## src/rtl/wb_commit_unit.sv

```systemverilog
//==============================================================================
// Module   : wb_commit_unit
// Brief    : Writeback/commit stage with register-file write, PC redirect and a
//            counter-based squash of younger in-flight instructions.
// Revision : 1.0 - initial release
//==============================================================================
`default_nettype none

module wb_commit_unit #(
  parameter int FLUSH_DEPTH = 2
) (
  input  logic        clk,
  input  logic        rst_n,
  input  logic        in_valid,
  input  logic        branchN,
  input  logic        branchZ,
  input  logic        jump,
  input  logic        jumpMem,
  input  logic        N,
  input  logic        Z,
  input  logic        memToReg,
  input  logic        pcReg,
  input  logic        regWrt,
  input  logic [31:0] alu,
  input  logic [31:0] dataMem,
  input  logic [31:0] adder,
  input  logic [5:0]  rd,
  output logic        rf_we,
  output logic [5:0]  rf_waddr,
  output logic [31:0] rf_wdata,
  output logic        pc_redirect,
  output logic [31:0] pc_target,
  output logic        flush,
  output logic [15:0] retire_count
);

  localparam logic [2:0] c_FLUSH_LOAD = 3'(FLUSH_DEPTH);

  typedef enum logic [0:0] {
    IDLE   = 1'b0,
    SQUASH = 1'b1
  } state_t;

  state_t      r_state;
  logic [2:0]  r_sqCnt;

  logic        w_accept;
  logic        w_taken;
  logic [31:0] w_wdata;
  logic [31:0] w_target;
  logic [2:0]  w_sqNext;

  always_comb begin
    w_accept = in_valid && (r_sqCnt == 3'd0);
    w_taken  = jump | jumpMem | (branchZ & Z) | (branchN & N);
    w_wdata  = memToReg ? dataMem : (pcReg ? adder : alu);
    w_target = jumpMem ? dataMem : alu;
    // Counting down has priority: a taken instruction during squash never reloads.
    w_sqNext = r_sqCnt;
    if (r_sqCnt != 3'd0) begin
      w_sqNext = r_sqCnt - 3'd1;
    end else if (w_accept && w_taken) begin
      w_sqNext = c_FLUSH_LOAD;
    end
  end

  always_ff @(posedge clk or negedge rst_n) begin
    if (!rst_n) begin
      r_state      <= IDLE;
      r_sqCnt      <= 3'd0;
      flush        <= 1'b0;
      rf_we        <= 1'b0;
      rf_waddr     <= 6'd0;
      rf_wdata     <= 32'd0;
      pc_redirect  <= 1'b0;
      pc_target    <= 32'd0;
      retire_count <= 16'd0;
    end else begin
      r_sqCnt     <= w_sqNext;
      flush       <= (w_sqNext != 3'd0);
      rf_we       <= w_accept && regWrt;
      pc_redirect <= w_accept && w_taken;

      case (r_state)
        IDLE:    if (w_sqNext != 3'd0) r_state <= SQUASH;
        SQUASH:  if (w_sqNext == 3'd0) r_state <= IDLE;
        default: r_state <= IDLE;
      endcase

      if (w_accept && regWrt) begin
        rf_waddr <= rd;
        rf_wdata <= w_wdata;
      end
      if (w_accept && w_taken) begin
        pc_target <= w_target;
      end
      if (w_accept) begin
        retire_count <= retire_count + 16'd1;
      end
    end
  end

endmodule

`default_nettype wire

```

## config.mk

```make
export PLATFORM = sky130hd
export DESIGN_NAME = wb_commit_unit
export DESIGN_NICKNAME = d
export VERILOG_FILES = /design/src/rtl/wb_commit_unit.sv
export SDC_FILE = /design/constraint.sdc
export NUM_CORES = 1
export LEC_CHECK = 0
export ABC_AREA = 1
export CAP_MARGIN = 20
export CORE_UTILIZATION = 47
export CTS_CLUSTER_SIZE = 25
export DETAILED_ROUTE_END_ITERATION = 10
export PLACE_DENSITY = 0.85
export REMOVE_ABC_BUFFERS = 1
export SYNTH_ARGS = -nofsm -noshare
export SYNTH_HDL_FRONTEND = slang
export SYNTH_SLANG_ARGS = --single-unit
```

## constraint.sdc

```tcl
create_clock -name clk -period 2.42 [get_ports clk]
set_input_delay 0.484 -clock clk [delete_from_list [all_inputs] [get_ports clk]]
set_output_delay 0.484 -clock clk [all_outputs]
set_load 0.03 [all_outputs]
```

# Word-level counts from Yosys, hierarchy flattened
# Cells that the tools add are included.
# totals
latch_bits	0
rom_bits	0
memories	0
ff_bits	92
mem_bits_rw	0
in_bits	114
out_inout_bits	89
# classes
reduce_logical	6
add_sub_neg	2
shifts	0
bitwise	5
muxes	5
div_mod_pow	0
eq_ne	0
n_lt_le_gt_ge	0
mul	0
# op_table
operator	count
$mux 32	3
$add 16x1->16 const B	1
$mux 3	2
$reduce_bool 3->1	2
$logic_and 1x1->1	3
$logic_not 3->1	1
$or 1x1->1	3
$sub 3x1->3 const B	1
$and 1x1->1	2

# Depth between registers and ports, before layout
# Gate-level depths: netlist of run 1.
# depth
ltp_word	7
mapped_depth	11
mapped_depth_nobuf	10

# Least setup slack after synthesis of run 1
# OpenSTA, ideal clock, no wires.
# synth_path
kind	reg-to-reg
from	register r_sqCnt[0]
to	register rf_wdata[7]
required_time_ns	2.297
path_slack_ns	0.884
setup_time_ns	0.123
arrival_ns	1.413
n_path_buf	2
stages_incl_launch_ff	12
cell_sequence	dfrtp_1 inv_1 ha_1 inv_1 nor2_4 nand2_4 nor2_4 inv_2 buf_6 buf_6 nand2_1 o21ai_1
# synth_via
elab_chain_len	3
# synth_lines
element	line_no	text
start, declared	45	logic [2:0] r_sqCnt;
start signal, assigned	79	r_sqCnt <= w_sqNext;
$logic_not 3->1	54	w_accept = in_valid && (r_sqCnt == 3'd0);
$logic_and 1x1->1	54	
$logic_and 1x1->1	90	if (w_accept && regWrt) begin
end signal, assigned	92	rf_wdata <= w_wdata;
end, declared	30	output logic [31:0] rf_wdata,
# No other way between the ends.
# A chain may end at the register's enable or synchronous reset.

# Final worst setup path of run 1
# layout_path
from	register retire_count[0]
to	output port retire_count[0]
# layout_lines
element	line_no	text
start, declared	34	output logic [15:0] retire_count
start signal, assigned	98	retire_count <= retire_count + 16'd1;
# No word-level cell between the ends.

==> results of run 1 <==
path summary, 6_finish.rpt:
check                           startpoint  cells after the start         endpoint  slack [ns]
max                        retire_count[0]                      1  retire_count[0]        0.41
min                                  rst_n                      1    pc_target[21]        0.15
max reg2reg                     r_sqCnt[0]                      8      rf_wdata[1]        0.42
min reg2reg                    rf_waddr[4]                      2      rf_waddr[4]        0.48
max in group asynchronous            rst_n                      2    pc_target[11]        1.59
min in group clk               rf_waddr[4]                      2      rf_waddr[4]        0.48
cell families after synthesis:
logic type      synth area share, %
simple gates                   24.3
compound gates                 14.1
buf+inv                        9.79
flops                          47.4
xor+xnor                       1.80
mux                            1.86
fa+ha+maj                     0.773
cell usage in the layout, fill, tap and decap left out, types with 2 or more instances in the layout:
master and count:
nand3_1 7, o211ai_1 24, mux2i_1 9, nand4_1 3, ha_1 3, clkdlybuf4s50_1 198
nand3b_1 2, xor2_1 4, nor2_1 19, buf_4 5, xnor2_1 6, inv_1 74
inv_2 2, o21ai_0 90, buf_12 4, o21ai_1 9, nor2_4 2, buf_2 3
clkbuf_8 12, nand2_1 262, nor2_2 2, bufinv_16 2, dfrtp_1 92
layer usage:
layer	wire [µm]	GRT usage, %	vias to the layer above
met5	0	0	-
met4	491	13.0	0
met3	1050	6.10	38
met2	6910	45.7	212
met1	5920	32.4	2305
li1	-	-	2400
stage by stage:
step	worst slack [ns]	total power, mW
after global routing	0.277	8.00
after floorplan	0.172	4.57
after CTS	0.393	7.65
after detailed placement	0.209	6.44
after global placement	0.320	6.31
final	0.407	7.61
power by group:
part	switching (mW)	leakage, nW	internal, mW
Clock	0.532	0.119	0.664
Combinational	2.27	2.21	1.57
Sequential	0.426	1.16	2.16
Total	3.22	3.49	4.39
area by class of cell:
type / instances / share of cell area (%)
flip-flops and latches: 92 / 32.1
clock buffers: 12 / 2.30
well taps: 133 / 2.32
clock inverters: 3 / 0.958
repair buffers: 210 / 29.4
inverters: 76 / 3.97
multi-input cells: 446 / 29.0
registers in the layout, indices dropped and copies added, names as in the netlist:
register,flops
rf_waddr,6
rf_we,1
retire_count,16
r_sqCnt,3
pc_redirect,1
rf_wdata,32
pc_target,32
flush,1
==> flow_summary.yaml, run 1 <==
status:
  status: "completed"
logic_synthesis:
  synth_area_mm2: 0.00486
  ys_types: 25
  synth_edf_count: 0
  yosys.area.top_type: "dfrtp_1"
  yosysMostFrequentCell: "nand2_1"
  avgSynthCellArea_um2: 7.48
  async_flop_share_pct: 100
  syn-instance-count: 649
  ys_seq_elements: 92
  synth_warnings: 0
  synth_common_cells: "nand2_1, dfrtp_1, o21ai_0"
  ys.flop_type: "dfrtp_1"
  ys_top_cells_by_area: "dfrtp_1, nand2_1, o21ai_0"
  synth_top_cell_area_share_pct: 47.4
  seq_area_frac_synth_pct: 47.4
final_layout:
  fin_nets: 952
  n_antenna_cell: 0
  fillers: 762
  multi_input_area_mm2: 0.00208
  final_layout_size_suffix_gt1_share_pct: 4.29
  ff_latch_area_mm2: 0.00230
  fin_area_mm2: 0.00718
  area_growth_pct: 47.9
  fin_util_pct: 72.5
  final_cells: 972
global_route:
  grt_pass1_vias: 4918
  grt_antenna_before_repair: 0
  grt-ovfl-total: 0
  grt_pass1_wl_um: 23000
  grt_usage_pct: 27.0
  grt_max_degree: 65
clocking:
  cts_sinks: 92
  cts_tree: "done"
  cts.htree.levels: 3
  root_buffer: "clkbuf_8"
  cts_setup_buffers: 0
  clock_path_buffers: 2
  cts-resized-gates: 0
  insertion_delay_ns: 0.36
  numCtsBuffers: 9
  hold_buffers: 0
  clkSlewWorstSetupHoldPaths_ns: 0.09
route:
  drt_wl_total_um: 14400
  wl_per_cell_um: 14.8
  ant_nets: 0
  drc_errors: 0
  drt-pass1-iter-count: 6
  first_iter_violations: 198
  via_per_inst: 5.10
  vias: 4955
timing:
  drv_slew: 0
  max_slew.worst_pin.slew_ns: 0.832
  finalCritPeriodShare_pct: 83.2
  hold_violations: 0
  setup_tns_ns: 0
  relSlewSlack_pct: 44.5
  holdWs_ns: 0.152
  fmax_mhz: 497
  setup_violations: 0
  fin_crit_ns: 2.01
  fin_worst_skew_ns: 0.0132
  rsz0062_at_grt: "false"
critical_path:
  cp_cell_sequence: "clkdlybuf4s50_1"
  end_kind: "output port"
  path_class: "reg2out"
  path_delay_family: "buffers and inverters"
  cp_max_fo: 6
  path_buf_inv: 1
  cp.required_ns: 1.94
  cp.arrival_ns: 1.53
  crit_path_top_delay_cell: "clkdlybuf4s50_1"
  critPathMaxStageDelay_ns: 0.71
  start_kind: "register"
power_and_ir_drop:
  p_per_area_mw_per_mm2: 1060
  p_leak_nw: 3.49
  peakVddDrop_uv: 826
die:
  coreArea_mm2: 0.00991
  die_y_um: 104
  die_area_mm2: 0.0107
  start_util_pct: 49.0
  rows: 36
  die_w_um: 104
  io_pins: 203
flow_run:
  cap_viol_max_count: 0
placement:
  place.gp.congestion: 0.857
  dpl.hpwl_um: 10500
  numPortBuffers: 202
  place_area_mm2: 0.00695
  dp.cells: 957
worst_hold_path:
  hold_class: "in2async"
Note: power is estimated with default switching activity, not from simulation.
==> inputs of run 2 (changes only) <==
CORE_UTILIZATION = 39   (was 47)
PLACE_DENSITY = 0.75   (was 0.85)
clock period = 1.7 ns   (was 2.42 ns; I/O delays follow)
==> flow_summary.yaml, run 2 (synthesis gave the netlist of run 1 again) <==
final_layout:
  final_common_cell: "nand2_1"
  fin_util_pct: 60.9
  fin_area_mm2: 0.00734
  n_antenna_cell: 0
  final_cells: 1020
  area_growth_pct: 51.2
  final_cell_mix: "nand2_1, clkdlybuf4s50_1, dfrtp_1, o21ai_0, dlygate4sd2_1"
  fin_nets: 964
  largestRegisters: "pc_target x32, rf_wdata x32, retire_count x16"
  final_layout_size_suffix_gt1_share_pct: 5.75
die:
  start_util_pct: 40.3
  coreArea_mm2: 0.0121
  rows: 40
  io_pins: 203
  die_y_um: 114
  die_area_mm2: 0.0129
  die_w_um: 114
global_route:
  grt_antenna_before_repair: 0
  grt_usage_pct: 23.6
  grt-ovfl-total: 0
  grt_pass1_vias: 4873
  grt_pass1_wl_um: 23700
  grt_max_degree: 65
clocking:
  clock_path_buffers: 2
  insertion_delay_ns: 0.34
  numCtsBuffers: 9
  clkSlewWorstSetupHoldPaths_ns: 0.06
  cts.htree.levels: 3
  cts_setup_buffers: 0
  cts_tree: "done"
  root_buffer: "clkbuf_16"
  cts_sinks: 92
timing:
  setup_ws_ns: 0.0460
  max_slew.worst_pin.slew_ns: 0.390
  finalCritPeriodShare_pct: 97.3
  drv_slew: 0
  relSlewSlack_pct: 74.1
  hold_violations: 0
  rsz0062_at_grt: "false"
  fin_worst_skew_ns: 0.00664
  setup_violations: 0
  fmax_mhz: 605
  fin_crit_ns: 1.65
route:
  wl_per_cell_um: 14.3
  drt_wl_total_um: 14600
  vias: 4867
  drt-pass1-iter-count: 7
  first_iter_violations: 323
  via_per_inst: 4.77
  ant_nets: 0
  drc_errors: 0
critical_path:
  crit_path_top_delay_cell: "clkdlybuf4s50_1"
  path_delay_family: "buffers and inverters"
  cp.required_ns: 1.36
  r2r_start: "r_sqCnt[0]"
  start_kind: "register"
  ff2ff_setup_slack_ns: 0.09
  critPathMaxStageDelay_ns: 0.66
  cp_num_cells: 1
  path_class: "reg2out"
  crit_path_end: "flush"
  path_buf_inv: 1
  cp-startpoint: "flush"
  cp_cell_sequence: "clkdlybuf4s50_1"
  end_kind: "output port"
  reg2regPathDepth: 10
  cp.arrival_ns: 1.31
  r2r_end: "rf_wdata[6]"
  cp_max_fo: 1
placement:
  dpl.hpwl_um: 11000
  pre_cts_slack_ns: -0.0647
  place.gp.congestion: 0.837
  place_area_mm2: 0.00711
  numPortBuffers: 202
  dp.cells: 1003
power_and_ir_drop:
  total_power_mw: 10.8
  p_leak_nw: 3.87
  peakVddDrop_uv: 706
  p_per_area_mw_per_mm2: 1470
status:
  status: "completed"
flow_run:
  cap_viol_max_count: 0
worst_hold_path:
  hold_class: "in2async"
-- run 2: cell types whose count changed in the layout (fill, tap and decap cells not counted), sizes merged, moves of 2 or more --
cell,change
clkdlybuf4s50,-88
buf,+11
clkbuf,-2
dlygate4sd2,+87
-- run 2: layout make-up --
class	count	area, µm²
clock buffer	10	239
clock inverter	6	86.3
fill	1084	4720
inverter	76	285
multi-input combinational	446	2080
sequential	92	2300
tap	168	210
timing repair buffer	222	2140
-- run 2: metal layers --
metal | routed length [µm] | global-route usage [%] | up-vias
li1 | - | - | 2432
met1 | 6230 | 28.7 | 2223
met2 | 6900 | 40.4 | 193
met3 | 1250 | 7.17 | 19
met4 | 211 | 6.67 | 0
met5 | 0 | 0 | -
-- run 2: timing repair --
item,4_1_cts,5_1_grt
endpoints found under the setup margin,87,5
resized for setup,87,5
hold buffers,1,0
hold endpoints to repair,22,0
pin swaps,0,0
-- run 2: report_power, final --
part / switching (mW) / leakage, nW / internal, mW
Sequential: 0.582 / 1.16 / 3.08
Clock: 0.852 / 0.159 / 1.33
Combinational: 3.23 / 2.55 / 1.72
-- run 2: worst min path at each step --
stage | start | to | slack, ns
2_1_floorplan | rst_n | flush | 0.04
5_1_grt | rst_n | rf_waddr[5] | 0.48
4_1_cts | rst_n | rf_we | 0.47
3_3_place_gp | rst_n | rf_we | 0.28
6_report | rst_n | rf_waddr[4] | 0.46
3_5_place_dp | rst_n | rf_we | 0.28
-- run 2: per-stage QoR --
| step | TNS [ns] | hold slack [ns] |
|---|---|---|
| 2_1_floorplan | -26.21 | 0.0444 |
| 3_3_place_gp | -0.107 | 0.280 |
| 3_5_place_dp | -0.397 | 0.277 |
| 4_1_cts | 0 | 0.469 |
| 5_1_grt | 0 | 0.481 |
| 6_report | 0 | 0.464 |
